**src/rtl/aes_sbox_pkg.sv**
```systemverilog
// +--------------------------------------------------------------------------+
// | aes_sbox_pkg: GF(2^8) constants, FSM encoding and AES affine transforms. |
// | Rev 1.0                                                                  |
// +--------------------------------------------------------------------------+
`default_nettype none

package aes_sbox_pkg;

  localparam logic [8:0]  GF_POLY      = 9'h11B;
  localparam logic [7:0]  AFFINE_C     = 8'h63;
  localparam logic [7:0]  INV_AFFINE_C = 8'h05;
  localparam int unsigned MUL_STEPS    = 13;

  typedef enum logic [2:0] {
    IDLE  = 3'd0,
    LOAD  = 3'd1,
    MUL   = 3'd2,
    STORE = 3'd3,
    DONE  = 3'd4
  } state_e;

  // Right-rotations give bit i of the result as b[(i+k) mod 8].
  function automatic logic [7:0] affine(input logic [7:0] b);
    return b ^ {b[3:0], b[7:4]} ^ {b[4:0], b[7:5]} ^ {b[5:0], b[7:6]}
             ^ {b[6:0], b[7]} ^ AFFINE_C;
  endfunction

  function automatic logic [7:0] inv_affine(input logic [7:0] a);
    return {a[1:0], a[7:2]} ^ {a[4:0], a[7:5]} ^ {a[6:0], a[7]} ^ INV_AFFINE_C;
  endfunction

endpackage : aes_sbox_pkg

`default_nettype wire

```
**src/rtl/sub_bytes_sequencer_if.sv**
```systemverilog
// +--------------------------------------------------------------------------+
// | sub_bytes_sequencer_if: state in/out handshakes (inv with SUB_BYTES_SEQ_INV_EN). |
// | Rev 1.0                                                                  |
// +--------------------------------------------------------------------------+
`default_nettype none

interface sub_bytes_sequencer_if #(
  parameter int unsigned NBYTES = 16
);
  logic                  in_valid;
  logic                  in_ready;
  logic [8*NBYTES-1:0]   in_state;
  logic                  out_valid;
  logic                  out_ready;
  logic [8*NBYTES-1:0]   out_state;
  logic                  busy;
`ifdef SUB_BYTES_SEQ_INV_EN
  logic                  inv;

  modport master (
    output in_valid, in_state, out_ready, inv,
    input  in_ready, out_valid, out_state, busy
  );

  modport slave (
    input  in_valid, in_state, out_ready, inv,
    output in_ready, out_valid, out_state, busy
  );
`else
  modport master (
    output in_valid, in_state, out_ready,
    input  in_ready, out_valid, out_state, busy
  );

  modport slave (
    input  in_valid, in_state, out_ready,
    output in_ready, out_valid, out_state, busy
  );
`endif
endinterface : sub_bytes_sequencer_if

`default_nettype wire

```
**src/rtl/gf256_mul.sv**
```systemverilog
// +--------------------------------------------------------------------------+
// | gf256_mul: combinational carry-less 8x8 multiply reduced modulo 0x11B.   |
// | Rev 1.0                                                                  |
// +--------------------------------------------------------------------------+
`default_nettype none

module gf256_mul
  import aes_sbox_pkg::*;
(
  input  wire logic [7:0] a_i,
  input  wire logic [7:0] b_i,
  output logic      [7:0] p_o
);

  logic [14:0] w_prod;

  always_comb begin
    w_prod = '0;
    for (int i = 0; i < 8; i++) begin
      if (b_i[i]) w_prod = w_prod ^ ({7'b0, a_i} << i);
    end
    // Fold the high terms down from the top so each step clears exactly one bit.
    for (int i = 14; i >= 8; i--) begin
      if (w_prod[i]) w_prod = w_prod ^ ({6'b0, GF_POLY} << (i - 8));
    end
    p_o = w_prod[7:0];
  end

endmodule : gf256_mul

`default_nettype wire

```
**src/rtl/sub_bytes_sequencer.sv**
```systemverilog
// +--------------------------------------------------------------------------+
// | sub_bytes_sequencer: byte-serial SubBytes via a^254 on one GF multiplier;|
// | InvSubBytes added by SUB_BYTES_SEQ_INV_EN.                 Rev 1.0       |
// +--------------------------------------------------------------------------+
`default_nettype none

module sub_bytes_sequencer
  import aes_sbox_pkg::*;
#(
  parameter int unsigned NBYTES = 16
) (
  input  wire logic            clk,
  input  wire logic            rst,
  sub_bytes_sequencer_if.slave bus
);

  localparam int unsigned      W        = 8 * NBYTES;
  localparam int unsigned      IDX_W    = (NBYTES > 1) ? $clog2(NBYTES) : 1;
  localparam logic [IDX_W-1:0] LAST_IDX = IDX_W'(NBYTES - 1);
  localparam logic [3:0]       LAST_STEP = 4'(MUL_STEPS - 1);

  state_e           state_q, state_d;
  logic [W-1:0]     work_q, work_d;
  logic [IDX_W-1:0] idx_q, idx_d;
  logic [7:0]       base_q, base_d;
  logic [7:0]       r_q, r_d;
  logic [3:0]       step_q, step_d;

  logic [7:0]       w_cur_byte;
  logic [7:0]       w_load_byte;
  logic [7:0]       w_store_byte;
  logic [7:0]       w_mul_b;
  logic [7:0]       w_mul_p;
  logic             w_inv;

`ifdef SUB_BYTES_SEQ_INV_EN
  logic inv_q;

  always_ff @(posedge clk or posedge rst) begin
    if (rst) begin
      inv_q <= 1'b0;
    end else if (state_q == IDLE && bus.in_valid) begin
      inv_q <= bus.inv;
    end
  end

  assign w_inv = inv_q;
`else
  assign w_inv = 1'b0;
`endif

  always_ff @(posedge clk or posedge rst) begin
    if (rst) state_q <= IDLE;
    else     state_q <= state_d;
  end

  always_comb begin
    state_d = state_q;
    case (state_q)
      IDLE:    if (bus.in_valid) state_d = LOAD;
      LOAD:    state_d = MUL;
      MUL:     if (step_q == LAST_STEP) state_d = STORE;
      STORE:   state_d = (idx_q == LAST_IDX) ? DONE : LOAD;
      DONE:    if (bus.out_ready) state_d = IDLE;
      default: state_d = IDLE;
    endcase
  end

  always_comb begin
    bus.in_ready  = (state_q == IDLE);
    bus.out_valid = (state_q == DONE);
    bus.busy      = (state_q == LOAD) || (state_q == MUL) || (state_q == STORE);
    bus.out_state = work_q;
  end

  // Byte 0 lives in the MSBs of the work register.
  always_comb begin
    w_cur_byte = 8'h00;
    for (int j = 0; j < NBYTES; j++) begin
      if (idx_q == IDX_W'(j)) w_cur_byte = work_q[W-1-8*j -: 8];
    end
  end

  assign w_load_byte  = w_inv ? inv_affine(w_cur_byte) : w_cur_byte;
  assign w_store_byte = w_inv ? r_q : affine(r_q);

  // Even steps square, odd steps multiply by base: the chain ends at base^254.
  assign w_mul_b = step_q[0] ? base_q : r_q;

  gf256_mul u_mul (
    .a_i (r_q),
    .b_i (w_mul_b),
    .p_o (w_mul_p)
  );

  always_comb begin
    work_d = work_q;
    idx_d  = idx_q;
    base_d = base_q;
    r_d    = r_q;
    step_d = step_q;
    case (state_q)
      IDLE: begin
        if (bus.in_valid) begin
          work_d = bus.in_state;
          idx_d  = '0;
        end
      end
      LOAD: begin
        base_d = w_load_byte;
        r_d    = w_load_byte;
        step_d = '0;
      end
      MUL: begin
        r_d    = w_mul_p;
        step_d = step_q + 4'd1;
      end
      STORE: begin
        for (int j = 0; j < NBYTES; j++) begin
          if (idx_q == IDX_W'(j)) work_d[W-1-8*j -: 8] = w_store_byte;
        end
        if (idx_q != LAST_IDX) idx_d = idx_q + 1'b1;
      end
      default: ;
    endcase
  end

  always_ff @(posedge clk or posedge rst) begin
    if (rst) begin
      work_q <= '0;
      idx_q  <= '0;
      base_q <= '0;
      r_q    <= '0;
      step_q <= '0;
    end else begin
      work_q <= work_d;
      idx_q  <= idx_d;
      base_q <= base_d;
      r_q    <= r_d;
      step_q <= step_d;
    end
  end

endmodule : sub_bytes_sequencer

`default_nettype wire

```
**src/flat_wrapper.sv**
```systemverilog
// flat-port wrapper written by rule: the top's interface ports become plain ports
module sub_bytes_sequencer_flat import aes_sbox_pkg::*;
#(
  parameter int unsigned NBYTES = 16
)
  (clk, rst, bus_in_valid, bus_in_state, bus_out_ready, bus_in_ready, bus_out_valid, bus_out_state, bus_busy);
  sub_bytes_sequencer_if #(.NBYTES(NBYTES)) bus_i ();
  input  wire logic clk;
  input  wire logic rst;
  input wire logic [$bits(bus_i.in_valid)-1:0] bus_in_valid;
  input wire logic [$bits(bus_i.in_state)-1:0] bus_in_state;
  input wire logic [$bits(bus_i.out_ready)-1:0] bus_out_ready;
  output wire logic [$bits(bus_i.in_ready)-1:0] bus_in_ready;
  output wire logic [$bits(bus_i.out_valid)-1:0] bus_out_valid;
  output wire logic [$bits(bus_i.out_state)-1:0] bus_out_state;
  output wire logic [$bits(bus_i.busy)-1:0] bus_busy;
  assign bus_i.in_valid = bus_in_valid;
  assign bus_i.in_state = bus_in_state;
  assign bus_i.out_ready = bus_out_ready;
  assign bus_in_ready = bus_i.in_ready;
  assign bus_out_valid = bus_i.out_valid;
  assign bus_out_state = bus_i.out_state;
  assign bus_busy = bus_i.busy;
  sub_bytes_sequencer #(.NBYTES(NBYTES)) u_core (.clk(clk), .rst(rst), .bus(bus_i));
endmodule
```
**config.mk**
```make
export PLATFORM = sky130hd
export DESIGN_NAME = sub_bytes_sequencer_flat
export DESIGN_NICKNAME = d
export VERILOG_FILES = /design/src/rtl/aes_sbox_pkg.sv /design/src/rtl/sub_bytes_sequencer_if.sv /design/src/rtl/gf256_mul.sv /design/src/rtl/sub_bytes_sequencer.sv /design/src/flat_wrapper.sv
export SDC_FILE = /design/constraint.sdc
export NUM_CORES = 1
export LEC_CHECK = 0
export ABC_AREA = 1
export BUFFER_PORTS_ARGS = -buffer_cell sky130_fd_sc_hd__clkbuf_2
export CORE_AREA = 4 4 164 166
export DETAILED_ROUTE_END_ITERATION = 7
export DIE_AREA = 0 0 168 170
export GPL_TIMING_DRIVEN = 1
export PLACE_DENSITY = 0.56
export SKIP_LAST_GASP = 1
export SYNTH_ARGS = -nofsm -noshare
export SYNTH_HDL_FRONTEND = slang
export SYNTH_SLANG_ARGS = --single-unit
```
**constraint.sdc**
```tcl
create_clock -name clk -period 5.9 [get_ports clk]
set_clock_uncertainty 0.1 [all_clocks]
set_input_delay 0 -clock clk [delete_from_list [all_inputs] [get_ports clk]]
set_output_delay 0 -clock clk [all_outputs]
set_load 0.02 [all_outputs]
```
# [Yosys cells after proc, flatten, opt, wreduce, memory -nomap -nowiden]
# Cells that the tools add are included.
[classes] add_sub_neg=2 eq_ne=41 muxes=60 bitwise_logic=19 n_reduce_logical=24
[ops] op="8-bit two-way mux" n=35
[ops] op="128-bit case mux with 2 select lines" n=1
[ops] op="128-bit two-way mux" n=1
[ops] op="15-bit two-way mux" n=7
[ops] op="3-bit AND reduction" n=18
[ops] op="2-bit != test (second input constant)" n=19
[ops] op="4-bit equality test (second input constant)" n=9
[ops] op="4-bit inverter" n=8
[ops] op="8-bit bitwise XOR" n=4
[ops] op="4-bit by 3-bit equality test with 1-bit output (second input constant)" n=4
[ops] op="4-bit case mux with 2 select lines" n=2
[ops] op="8-bit case mux with 2 select lines" n=1
[ops] op="3-bit case mux with 5 select lines" n=1
[ops] op="15-bit by 10-bit bitwise XOR with 15-bit output" n=1
[ops] op="15-bit by 11-bit bitwise XOR with 15-bit output" n=1
[ops] op="15-bit by 12-bit bitwise XOR with 15-bit output" n=1
[ops] op="15-bit by 13-bit bitwise XOR with 15-bit output" n=1
[ops] op="15-bit by 14-bit bitwise XOR with 15-bit output" n=1
[ops] op="15-bit bitwise XOR" n=1
[ops] op="15-bit by 9-bit bitwise XOR with 15-bit output" n=1
[ops] op="3-bit two-way mux" n=4
[ops] op="11-bit two-way mux" n=1
[ops] op="10-bit two-way mux" n=1
[ops] op="9-bit two-way mux" n=1
[ops] op="other kinds (16)" n=22
[word_totals] regBits=155 output_inout_bits=131 wordCells=167

# [Longest topological paths before layout]
# Gate-level depths: netlist (run 1).
[depth] word_depth=31 ltp_mapped=21

# [Hierarchy]
# A second synthesis (run 1) with hierarchy kept.
[hier_totals] hier_cells=1437 hier_area_um2=9925.8
[modules_own_cells] module="sub_bytes_sequencer" n_inst=1 cells_each=1132 area_each_um2=8364.3
[modules_own_cells] module="gf256_mul" n_inst=1 cells_each=305 area_each_um2=1561.5

# [Worst setup path before layout (run 1)]
# No wires, ideal clock.
[synth_path] path_type="register to register" start="reg u_core.idx_q[0]" end="reg u_core.r_q[3]" arrival_time_ns=2.205 required_time_ns=5.681 setup_slack_ns=3.476 stages_incl_launch_ff=20 path_buffers=2 period_less_slack_ns=2.424 cell_sequence="dfrtp_1 > inv_1 > ha_1 > buf_2 > inv_1 > nor2_1 > clkbuf_1 > nor2_1 > nand2_1 > nand2_1 > nand2_1 > nand3_1 > nand3_1 > nand3_1 > nand2_1 > nand3_1 > nand2_1 > nand2_1 > nand2_1 > nand2_1"
[synth_between] elab_chain_cells=18
[synth_rtl] element="from (decl)" line="sub_bytes_sequencer.sv:24" source="logic [IDX_W-1:0] idx_q, idx_d;"
[synth_rtl] element="from (signal assigned)" line="sub_bytes_sequencer.sv:137" source="idx_q <= idx_d;"
[synth_rtl] element="4-bit zero test" line="sub_bytes_sequencer.sv:80" source="if (idx_q == IDX_W'(j)) w_cur_byte = work_q[W-1-8*j -: 8];"
[synth_rtl] element="8-bit two-way mux (15 in a row)" line="sub_bytes_sequencer.sv:80"
[synth_rtl] element="8-bit two-way mux (*)" line="sub_bytes_sequencer.sv:80"
[synth_rtl] element="8-bit case mux with 2 select lines (*)" line="sub_bytes_sequencer.sv:102" source="case (state_q)"
[synth_rtl] element="to (signal assigned)" line="sub_bytes_sequencer.sv:139" source="r_q <= r_d;"
[synth_rtl] element="to (decl)" line="sub_bytes_sequencer.sv:26" source="logic [7:0] r_q, r_d;"
# Mark *: on every way between the ends. The rest lies on a longest branch, timed or not.
# A chain may end at the register's enable or synchronous reset.

# [Worst setup path after layout (run 1)]
[layout_path] start="reg u_core.state_q[2]" end="reg u_core.work_q[54], in the netlist u_core.bus.out_state[54]"
[layout_between] elab_chain_cells=3
[layout_rtl] element="from (decl)" line="sub_bytes_sequencer.sv:22" source="state_e state_q, state_d;"
[layout_rtl] element="from (signal assigned)" line="sub_bytes_sequencer.sv:54" source="else state_q <= state_d;"
[layout_rtl] element="3-bit by 2-bit equality test with 1-bit output / 3-bit zero test (equally long branches)" line="sub_bytes_sequencer.sv:102"
[layout_rtl] element="2-bit != test (no source line) / 2-bit nonzero test (equally long branches)"
[layout_rtl] element="3-bit AND reduction (no source line)"
[layout_rtl] element="to (signal assigned)" line="sub_bytes_sequencer.sv:136" source="work_q <= work_d;"
[layout_rtl] element="to (decl)" line="sub_bytes_sequencer.sv:23" source="logic [W-1:0] work_q, work_d;"
# Several ways; a longest one is shown, not always the timed one.

==> results of run 1 <==
stage by stage:
step / setup slack (ps) / util (%)
floorplan: 1622 / -
global placement: 2406 / 43.35
detailed placement: 2201 / 43.35
CTS: 2200 / 50.92
global route: 1818 / 50.93
finish: 2117 / 50.93
path summary, 6_finish.rpt:
kind	from	end	slack (ps)	cells after the start
max	u_core.state_q[2]	u_core.bus.out_state[54]	2120	5
min	rst	u_core.bus.out_state[106]	140	3
max reg2reg	u_core.state_q[2]	u_core.bus.out_state[54]	2120	5
min reg2reg	u_core.base_q[3]	u_core.base_q[3]	390	2
max in group asynchronous	rst	u_core.r_q[0]	4040	4
min in group clk	bus_in_state[51]	u_core.bus.out_state[51]	250	4
state kept, by name, summed over array words and instances (netlist names):
name                  cells
u_core.bus.out_state    128
u_core.base_q             8
u_core.r_q                8
u_core.idx_q              4
u_core.step_q             4
u_core.state_q            3
placed cells by master (no fill, tap or decap), drive strengths merged:
master | Yosys | layout
nor2 | 232 | 232
nand4 | 8 | 8
nor3 | 4 | 4
buf | 15 | 12
o31ai | 2 | 2
bufinv | 0 | 3
dlygate4sd3 | 0 | 131
nand3 | 80 | 80
nand2 | 411 | 411
a31oi | 130 | 130
clkinvlp | 0 | 1
nand3b | 8 | 8
xnor2 | 29 | 29
o211ai | 1 | 1
clkinv | 4 | 5
nand2b | 2 | 2
inv | 81 | 91
o21ai | 34 | 34
dfrtp | 155 | 155
xor2 | 40 | 40
nor4 | 1 | 1
ha | 6 | 6
or2 | 29 | 29
a21oi | 17 | 17
diode | 0 | 1
clkbuf | 49 | 279
cell families (layout without fill, tap and decap cells):
kind of cell | Yosys count | in the layout | synth area share, %
xor gates and xnor gates | 69 | 69 | 7.143
other | 0 | 1 | 0
and+or+nand+nor | 775 | 775 | 33.40
AOI/OAI and AO/OA | 184 | 184 | 11.79
DFF | 155 | 155 | 40.78
adders and majority gates | 6 | 6 | 0.7892
buffers and inverters | 149 | 522 | 6.104
cell usage after synthesis, drive strengths merged:
master / count / share of area, %
xnor2: 29 / 3.1
o21ai: 34 / 2.1
clkbuf: 49 / 1.9
nand3: 80 / 4.2
clkinv: 4 / 0.16
o31ai: 2 / 0.16
o211ai: 1 / 0.079
inv: 81 / 3.2
nand2b: 2 / 0.13
nand4: 8 / 0.53
ha: 6 / 0.79
dfrtp: 155 / 41
xor2: 40 / 4.1
nand2: 411 / 16
nor2: 232 / 9.3
or2: 29 / 1.9
a31oi: 130 / 8.6
buf: 15 / 0.82
nor3: 4 / 0.21
a21oi: 17 / 0.89
nand3b: 8 / 0.63
nor4: 1 / 0.066
final cells by class:
cell class | count | area [µm²] | share of cell area [%]
Multi-Input combinational cell | 1034 | 5079 | 38.93
Sequential cell | 155 | 3879 | 29.73
Timing Repair Buffer | 405 | 2713 | 20.79
Clock buffer | 17 | 425.4 | 3.261
Tap cell | 335 | 419.2 | 3.213
Inverter | 85 | 326.6 | 2.503
Clock inverter | 15 | 202.7 | 1.554
Antenna cell | 1 | 2.502 | 0.01918
routing by layer:
layer  GRT usage (%)  wire length (µm)  vias up
met5               0                 0        -
met4           7.904               961        0
met3           4.785              2436       62
met2           43.96             17770      370
met1           34.66             16390     4791
li1                -                 -     5083
power by group:
| part | total, mW | leakage (nW) | switching [mW] | internal [mW] |
|---|---|---|---|---|
| Clock | 1.20 | 0.308 | 0.519 | 0.686 |
| Combinational | 5.91 | 4.47 | 3.90 | 2.01 |
| Sequential | 2.21 | 1.73 | 0.630 | 1.58 |
critical path, stage by stage (launching register included):
cell and delay (ps):
dfrtp_1 450, nor3_2 840, inv_4 450, buf_4 490
o21ai_1 950, a31oi_1 190
==> impl_metrics.py, run 1 <==
metrics = {
    "route": {
        "first_iter_violations": 758,
        "drc": 0,
        "avgViaCountPerCell": 5.035,
        "drt.antenna.violating_nets": 0,
        "wl_um": 37560,
        "wire_per_inst_um": 18.35,
        "vias": 10310,
        "drtPass1Iterations": 5,
    },
    "yosys": {
        "avgSynthCellArea_um2": 7.109,
        "ys_types": 36,
        "synth_warnings": 0,
        "synth-seq-cells": 155,
        "ys_seq_area_share_pct": 40.78,
        "syn-num-nets": 1476,
        "syn_area_um2": 9512,
        "synth_cells": 1338,
    },
    "floorplan": {
        "fp.coreArea_um2": 25620,
        "initial_core_util_pct": 37.13,
        "row_count": 59,
        "die_h_um": 170,
        "die_w_um": 168,
        "ios": 263,
        "die_area_um2": 28560,
    },
    "layout": {
        "nFillCells": 2518,
        "area_growth_pct": 37.16,
        "finalInstanceArea_um2": 13050,
        "final_nets": 1836,
        "layout-drive-gt1-share_pct": 21.68,
        "stdcell_count": 2047,
    },
    "placement": {
        "dp_cells": 1883,
        "io_buffers": 262,
        "routabilityCongestion": 0.8966,
        "dpl_cell_area_um2": 11100,
        "dpl.hpwl_um": 27400,
    },
    "flow_run": {
        "max_cap_violations": 0,
    },
    "timing": {
        "fmax_mhz": 264.3,
        "tightest_slew_ps": 1152,
        "hold_violations": 0,
        "grt_setup_unrepaired": "false",
        "min_period_ps": 3783,
        "relSlewSlack_pct": 22.71,
        "tns_ps": 0,
        "whs_ps": 141.2,
        "slew_violations": 0,
        "fin_crit_sh_pct": 64.12,
        "final-setup-viol-count": 0,
    },
    "hold_path": {
        "hold_path_class": "primary input to async pin",
    },
    "setup_path": {
        "cp_max_fo": 94,
        "worstPathArrival_ps": 3950,
        "crit_path_end_kind": "flip-flop",
        "worst_ep_required_time_ps": 6070,
        "crit_type": "flip-flop to flip-flop",
        "start_kind": "flip-flop",
    },
    "clocking": {
        "cts_tree": "built",
        "htreeDepth": 4,
        "cts_buffers": 17,
        "cts_sinks": 155,
        "cts_hold_buffers": 131,
        "cts-resized-gates": 0,
        "cts_root_buf": "clkbuf_16",
        "clock_path_buffers": 2,
        "post-cts-setup-buffers": 0,
        "clkLatencyLatePin_ps": 440,
        "clkTransAtPathRegs_ps": 70,
    },
    "run_status": {
        "status": "complete, no violations",
    },
    "power_and_ir_drop": {
        "p_per_area_nw_per_um2": 714.2,
        "power_mw": 9.318,
        "power_leakage_nw": 6.505,
        "vdd_drop_max_v": 0.0003788,
    },
    "global_routing": {
        "grt_pass1_vias": 10240,
        "grtUsageTotal_pct": 26.18,
        "grt_pass1_wl_um": 58640,
        "grt_max_degree": 95,
        "overflow": 0,
        "antenna_found_initial": 1,
    },
}
(Power assumes the default switching activity.)
==> run 2, diff against run 1 <==
--- a/config.mk
+++ b/config.mk
@@ -5,13 +5,13 @@
 export SDC_FILE = /design/constraint.sdc
 export NUM_CORES = 1
 export LEC_CHECK = 0
-export ABC_AREA = 1
+export ABC_AREA = 0
 export BUFFER_PORTS_ARGS = -buffer_cell sky130_fd_sc_hd__clkbuf_2
-export CORE_AREA = 4 4 164 166
+export CORE_AREA = 4 4 166 168
 export DETAILED_ROUTE_END_ITERATION = 7
-export DIE_AREA = 0 0 168 170
+export DIE_AREA = 0 0 170 172
 export GPL_TIMING_DRIVEN = 1
-export PLACE_DENSITY = 0.56
+export PLACE_DENSITY = 0.59
 export SKIP_LAST_GASP = 1
 export SYNTH_ARGS = -nofsm -noshare
 export SYNTH_HDL_FRONTEND = slang
==> constraint.sdc (replaced) <==
create_clock -name clk -period 3 [get_ports clk]
set_clock_uncertainty 0.1 [all_clocks]
set_input_delay 0 -clock clk [delete_from_list [all_inputs] [get_ports clk]]
set_output_delay 0 -clock clk [all_outputs]
set_load 0.02 [all_outputs]
==> impl_metrics.py, run 2 <==
metrics = {
    "layout": {
        "final_cell_mix": "a21oi_1, clkbuf_2, dfrtp_1",
        "stdcell_count": 1964,
        "largest_reg_flops": 128,
        "n_antenna_cell": 0,
        "fin_util_pct": 53.12,
        "nFillCells": 2423,
        "layout-drive-gt1-share_pct": 24.92,
        "seq_area_um2": 3879,
        "final_nets": 1754,
        "multi_input_area_um2": 5459,
        "final_common_cell": "a21oi_1",
        "area_growth_pct": 39.89,
    },
    "global_routing": {
        "grt_max_degree": 156,
        "grt_pass1_wl_um": 66410,
        "grt_pass1_vias": 10920,
        "antenna_found_initial": 0,
        "grtUsageTotal_pct": 29.42,
        "overflow": 0,
    },
    "yosys": {
        "yosysTopAreaCell": "dfrtp_1",
        "synth_cells": 1227,
        "ys_seq_area_share_pct": 39.42,
        "ys_types": 67,
        "synthArstFlopShare_pct": 100.0,
        "synth_top_area_share_pct": 39.42,
        "synth_warnings": 0,
        "yosys-top-cells-area": "dfrtp_1, a21oi_1, nor2_1",
        "syn_area_um2": 9839,
        "yosysMostFrequentCell": "a21oi_1",
        "synth_edf_count": 0,
        "synth_common_cells": "a21oi_1, dfrtp_1, nor2_1, nand2_1, o21ai_0",
        "avgSynthCellArea_um2": 8.019,
        "synth_flop_cell": "dfrtp_1",
        "syn-num-nets": 1365,
        "synth-seq-cells": 155,
    },
    "setup_path": {
        "slowest_delay_ps": 420,
        "crit_type": "flip-flop to flip-flop",
        "startpoint": "u_core.idx_q[1]",
        "start_kind": "flip-flop",
        "reg2reg_depth": 12,
        "cp_cell_sequence": "inv_1 > ha_1 > buf_4 > nor4b_2 > buf_4 > o2bb2ai_1 > a221oi_1 > o21ai_1 > o21ai_0 > a211o_1 > a21oi_2 > a221o_1",
        "cp_slowest_cell": "dfrtp_1",
        "worst_ep_required_time_ps": 3280,
        "crit_top_cell": "buf_4",
        "cp_max_fo": 13,
        "crit_path_end_kind": "flip-flop",
        "reg2reg_slack_ps": 110,
        "r2r_end": "u_core.r_q[5]",
        "worstPathArrival_ps": 3160,
        "reg2reg_from": "u_core.idx_q[1]",
    },
    "route": {
        "first_iter_violations": 1250,
        "drtPass1Iterations": 5,
        "vias": 11300,
        "avgViaCountPerCell": 5.754,
        "wl_um": 43820,
        "drt.antenna.violating_nets": 0,
        "drc": 0,
        "wire_per_inst_um": 22.31,
    },
    "power_and_ir_drop": {
        "clock_power_share_pct": 12.5,
        "vdd_drop_max_v": 0.0006156,
        "p_comb_share_pct": 61.8,
        "p_sw_share_pct": 50.41,
        "switchingPower_mw": 9.235,
        "p_int_mw": 9.083,
        "pwr-share-seq_pct": 25.7,
        "p_per_area_nw_per_um2": 1331,
        "power_leakage_nw": 6.103,
    },
    "placement": {
        "dpl.hpwl_um": 31840,
        "io_buffers": 262,
        "dp_cells": 1801,
        "routabilityCongestion": 0.9497,
    },
    "clocking": {
        "cts_buffers": 17,
        "cts_sinks": 155,
        "clock_path_buffers": 2,
        "htreeDepth": 4,
        "clkTransAtPathRegs_ps": 70,
        "clkLatencyLatePin_ps": 450,
        "cts_root_buf": "clkbuf_16",
        "cts_tree": "built",
    },
    "timing": {
        "fin_crit_sh_pct": 96.17,
        "final-setup-viol-count": 0,
        "hold_violations": 0,
        "grt_setup_unrepaired": "true",
        "min_period_ps": 2885,
        "relSlewSlack_pct": 36.15,
        "slew_violations": 0,
        "tightest_slew_ps": 957.8,
        "fmax_mhz": 346.6,
    },
    "floorplan": {
        "die_h_um": 172,
        "row_count": 59,
        "die_area_um2": 29240,
        "initial_core_util_pct": 37.97,
        "die_w_um": 170,
        "fp.coreArea_um2": 25910,
        "ios": 263,
    },
    "run_status": {
        "status": "complete, no violations",
    },
    "flow_run": {
        "max_cap_violations": 0,
    },
    "hold_path": {
        "hold_path_class": "primary input to async pin",
    },
}
## run 2: changes by cell type after synthesis, moves of 14 or more
cell,delta
a21oi_1,+252
a22oi_1,+34
a31oi_1,-123
clkbuf_1,+34
inv_1,-57
nand2_1,-295
nand3_1,-61
nor2_1,-85
o21ai_0,+87
or2_2,-26
xnor2_1,+14
## run 2: kinds of logic (layout without fill, tap and decap cells)
kind of cell	Yosys count	after routing	synth area share (%)
AOI/OAI and AO/OA	514	514	30.63
and+or+nand+nor	339	339	14.99
DFF	155	155	39.42
buffers and inverters	130	532	5.493
xor gates and xnor gates	71	71	7.464
muxes	12	12	1.234
adders and majority gates	6	6	0.7630
## run 2: final cells by class
type / count / area share, %
multi-input combinational: 942 / 39.66
sequential: 155 / 28.18
timing repair buffer: 480 / 24.19
clock buffer: 18 / 3.191
tap: 335 / 3.045
clock inverter: 14 / 1.164
inverter: 20 / 0.5727
## run 2: worst max-delay path: cells and delay by family (launching register included)
| kind | cells | cell delay (ps) |
|---|---|---|
| AOI/OAI and AO/OA | 7 | 1290 |
| buffers and inverters | 3 | 480 |
| DFF | 1 | 420 |
| and+or+nand+nor | 1 | 300 |
| adders and majority gates | 1 | 230 |
## run 2: repair_timing
item                                    4_1_cts  5_1_grt
buffers inserted                              0        0
endpoints found under the hold margin       285        0
hold buffers                                131        0
endpoints found under the setup margin        0        8
resized for setup                             0        5
## run 2: how the worst max path moves through the flow
stage,endpoint,slack (ps),cells past startpoint
after floorplan,u_core.bus.out_state[15],300,10
after global placement,u_core.r_q[5],150,12
after detailed placement,u_core.r_q[5],120,12
after CTS,u_core.r_q[5],80,12
after global routing,u_core.r_q[5],-70,12
final,u_core.r_q[5],110,12
## run 2: power groups by stage
stage	clock network, mW	registers [mW]	logic (mW)
final	2.28	4.71	11.3
after global routing	2.38	4.80	12.2
after CTS	2.30	4.68	11.2
after detailed placement	0	4.70	11.0
after global placement	0	4.70	10.9
after floorplan	0	4.84	6.67
## run 2: stage by stage
step | setup WS (ps) | hold WS, ps | TNS, ps | total power [mW] | instance area (µm²)
2_1_floorplan | 300.0 | 7.511 | 0 | 11.51 | 9843
3_3_place_gp | 152.3 | 122.4 | 0 | 15.57 | 11830
3_5_place_dp | 119.0 | 122.4 | 0 | 15.67 | 11830
4_1_cts | 78.42 | 214.3 | 0 | 18.14 | 13740
5_1_grt | -73.95 | 213.1 | -160.6 | 19.39 | 13760
6_report | 114.9 | 218.3 | 0 | 18.32 | 13760
## run 2: layer usage
| metal | global-route usage [%] | vias to the layer above | wire length (µm) |
|---|---|---|---|
| met1 | 40.46 | 5524 | 18230 |
| met3 | 5.761 | 72 | 3893 |
| met4 | 7.500 | 0 | 877 |
| met2 | 48.09 | 563 | 20820 |
| li1 | - | 5142 | - |
| met5 | 0 | - | 0 |
==> run 3, diff against run 2 <==
--- a/config.mk
+++ b/config.mk
@@ -7,12 +7,13 @@
 export LEC_CHECK = 0
 export ABC_AREA = 0
 export BUFFER_PORTS_ARGS = -buffer_cell sky130_fd_sc_hd__clkbuf_2
-export CORE_AREA = 4 4 166 168
+export CORE_AREA = 4 4 168 170
 export DETAILED_ROUTE_END_ITERATION = 7
-export DIE_AREA = 0 0 170 172
+export DIE_AREA = 0 0 172 174
 export GPL_TIMING_DRIVEN = 1
-export PLACE_DENSITY = 0.59
+export PLACE_DENSITY = 0.58
 export SKIP_LAST_GASP = 1
 export SYNTH_ARGS = -nofsm -noshare
 export SYNTH_HDL_FRONTEND = slang
+export SYNTH_HIERARCHICAL = 1
 export SYNTH_SLANG_ARGS = --single-unit
==> impl_metrics.py, run 3 <==
metrics = {
    "layout": {
        "final_cell_mix": "clkbuf_2, nand2_1, dfrtp_1",
        "layout-drive-gt1-share_pct": 28.34,
        "finalInstanceArea_um2": 14130,
        "final_nets": 1720,
        "area_growth_pct": 40.40,
        "fin_util_pct": 52.86,
        "nFillCells": 2471,
        "largest_reg_flops": 128,
        "final_common_cell": "clkbuf_2",
    },
    "yosys": {
        "synth_edf_count": 0,
        "ys_seq_area_share_pct": 38.55,
        "ys_types": 69,
        "synthArstFlopShare_pct": 100.0,
        "yosysTopAreaCell": "dfrtp_1",
        "synth_warnings": 6,
        "yosys-top-cells-area": "dfrtp_1, nand2_1, a21oi_1",
        "yosysMostFrequentCell": "nand2_1",
        "synth_common_cells": "nand2_1, dfrtp_1, a21oi_1, o21ai_0, nor2_1",
        "synth-seq-cells": 155,
        "synth_top_area_share_pct": 38.55,
        "avgSynthCellArea_um2": 8.555,
        "synth_cells": 1176,
        "syn-num-nets": 1314,
        "synth_flop_cell": "dfrtp_1",
        "syn_area_um2": 10060,
    },
    "floorplan": {
        "die_h_um": 174,
        "die_area_um2": 29930,
        "ios": 263,
        "row_count": 60,
        "fp.coreArea_um2": 26730,
        "die_w_um": 172,
        "initial_core_util_pct": 37.65,
    },
    "setup_path": {
        "reg2reg_from": "u_core/step_q[0]",
        "worstPathArrival_ps": 3240,
        "reg2reg_slack_ps": -20,
        "cp_max_fo": 5,
        "crit_path_end_kind": "flip-flop",
        "crit_family": "XOR/XNOR gates",
        "reg2reg_depth": 10,
        "worst_ep_required_time_ps": 3220,
        "cp_slowest_cell": "dfrtp_2",
        "crit_top_cell": "xnor2_2",
        "cp_cell_sequence": "buf_6 > mux2_4 > nand2_4 > xnor2_2 > xnor3_1 > xnor2_2 > xnor3_2 > xnor2_1 > a22o_2 > a221o_2",
        "r2r_end": "u_core/r_q[1]",
        "crit_type": "flip-flop to flip-flop",
        "start_kind": "flip-flop",
        "cp_num_buf_inv": 1,
        "slowest_delay_ps": 450,
    },
    "global_routing": {
        "grtUsageTotal_pct": 27.55,
        "grt_max_degree": 156,
        "antenna_found_initial": 0,
        "overflow": 0,
        "grt_pass1_vias": 10660,
        "grt_pass1_wl_um": 63660,
    },
    "timing": {
        "tightest_slew_ps": 905.4,
        "fin_crit_sh_pct": 100.7,
        "grt_setup_unrepaired": "true",
        "fmax_mhz": 331.2,
        "final-setup-viol-count": 1,
        "hold_violations": 0,
        "min_period_ps": 3020,
        "relSlewSlack_pct": 39.64,
        "slew_violations": 0,
        "setup_ws_ps": -19.60,
    },
    "clocking": {
        "cts_buffers": 17,
        "cts_sinks": 155,
        "cts_root_buf": "clkbuf_16",
        "clkLatencyLatePin_ps": 450,
        "htreeDepth": 4,
        "clock_path_buffers": 2,
        "cts_tree": "built",
        "clkTransAtPathRegs_ps": 70,
    },
    "placement": {
        "dpl.hpwl_um": 30150,
        "routabilityCongestion": 0.9393,
        "io_buffers": 262,
        "dpl_cell_area_um2": 12010,
    },
    "route": {
        "drt.antenna.violating_nets": 0,
        "vias": 10830,
        "wire_per_inst_um": 22.04,
        "wl_um": 42700,
        "drc": 0,
        "avgViaCountPerCell": 5.593,
        "drtPass1Iterations": 6,
        "first_iter_violations": 1386,
    },
    "hold_path": {
        "hold_start": "bus_in_state[41]",
        "hold_path_class": "primary input to flip-flop",
        "holdPathEnd": "u_core/bus.out_state[41]",
        "worstHoldPathCells": 4,
    },
    "power_and_ir_drop": {
        "pwr-share-seq_pct": 21.5,
        "power_leakage_nw": 6.450,
        "p_per_area_nw_per_um2": 1417,
        "clock_power_share_pct": 12.1,
        "p_sw_share_pct": 50.56,
        "switchingPower_mw": 10.12,
        "p_int_mw": 9.895,
        "p_comb_share_pct": 66.4,
        "vdd_drop_max_v": 0.0006471,
    },
    "flow_run": {
        "max_cap_violations": 0,
    },
    "run_status": {
        "violations": "setup timing",
        "status": "finished with violations",
    },
}
run 3: changes by cell type after synthesis, sizes merged, moves of 27 or more:
cell / before / now
a21oi: 270 / 124
o21ai: 105 / 140
buf: 27 / 56
nor2b: 11 / 38
nor2: 143 / 60
nand2: 112 / 180
clkbuf: 83 / 40
run 3: area by class of cell:
class | instances | area [µm²] | area share (%)
Sequential cell | 155 | 3880 | 27.47
Clock inverter | 13 | 192.7 | 1.364
Multi-Input combinational cell | 900 | 5728 | 40.55
Timing Repair Buffer | 481 | 3348 | 23.70
Tap cell | 341 | 426.7 | 3.020
Inverter | 27 | 105.1 | 0.7440
Antenna cell | 1 | 2.502 | 0.01771
Clock buffer | 19 | 442.9 | 3.136
run 3: cells by family (layout without fill, tap and decap cells):
family                     Yosys count  count (layout)  share of synthesized area [%]
AOI/OAI and AO/OA                  409             409                          25.37
xor gates and xnor gates            83              83                          9.203
adders and majority gates            6               6                         0.7462
buffers and inverters              123             540                          5.733
DFF                                155             155                          38.55
muxes                               21              23                          2.189
other                                0               1                              0
and+or+nand+nor                    379             379                          18.21
run 3: through the flow:
stage               instances  power, mW  TNS [ps]  hold WS (ps)  setup WS (ps)
detailed placement       1766      16.88    -6.206         109.0         -6.206
global route             1936      21.01    -165.1         185.2         -69.32
finish                   1937      20.01    -19.60         184.6         -19.60
CTS                      1929      19.48         0         184.3          65.81
global placement         1766      16.76         0         102.7          51.26
floorplan                1176      12.29         0         7.453          9.114
run 3: power by group through the flow:
stage / Sequential, mW / Clock (mW) / Combinational (mW)
after floorplan: 4.87 / 0 / 7.42
after CTS: 4.28 / 2.44 / 12.8
after global routing: 4.38 / 2.52 / 14.1
final: 4.30 / 2.42 / 13.3
after detailed placement: 4.31 / 0 / 12.6
after global placement: 4.32 / 0 / 12.4
run 3: repair_timing:
item	CTS	global route
cloned	0	2
hold buffers	131	0
gates resized for setup	1	27
hold endpoints to repair	285	0
setup endpoints to repair	2	6
buffers inserted	0	5
pin swaps	0	7
run 3: layer usage:
layer / vias to the layer above / GRT usage [%] / routed length [µm]
met4: 0 / 9.139 / 1296
met1: 5238 / 36.95 / 17710
met2: 518 / 44.87 / 20600
met5: - / 0 / 0
li1: 5003 / - / -
met3: 75 / 5.003 / 3100
run 3: how the worst max path moves through the flow:
stage / from / end / slack, ps / cells past startpoint
after floorplan: u_core/step_q[0] / u_core/r_q[1] / 9 / 11
after global placement: u_core/step_q[0] / u_core/r_q[1] / 50 / 9
after detailed placement: u_core/step_q[0] / u_core/r_q[1] / -6 / 10
after CTS: u_core/step_q[0] / u_core/r_q[1] / 70 / 10
after global routing: u_core/step_q[0] / u_core/r_q[1] / -70 / 10
final: u_core/step_q[0] / u_core/r_q[1] / -20 / 10
run 3: worst reg2reg max path: stages (launching register included):
cell and delay [ps]:
dfrtp_2 450, buf_6 130, mux2_4 320, nand2_4 70, xnor2_2 110, xnor3_1 450
xnor2_2 260, xnor3_2 330, xnor2_1 150, a22o_2 210, a221o_2 320
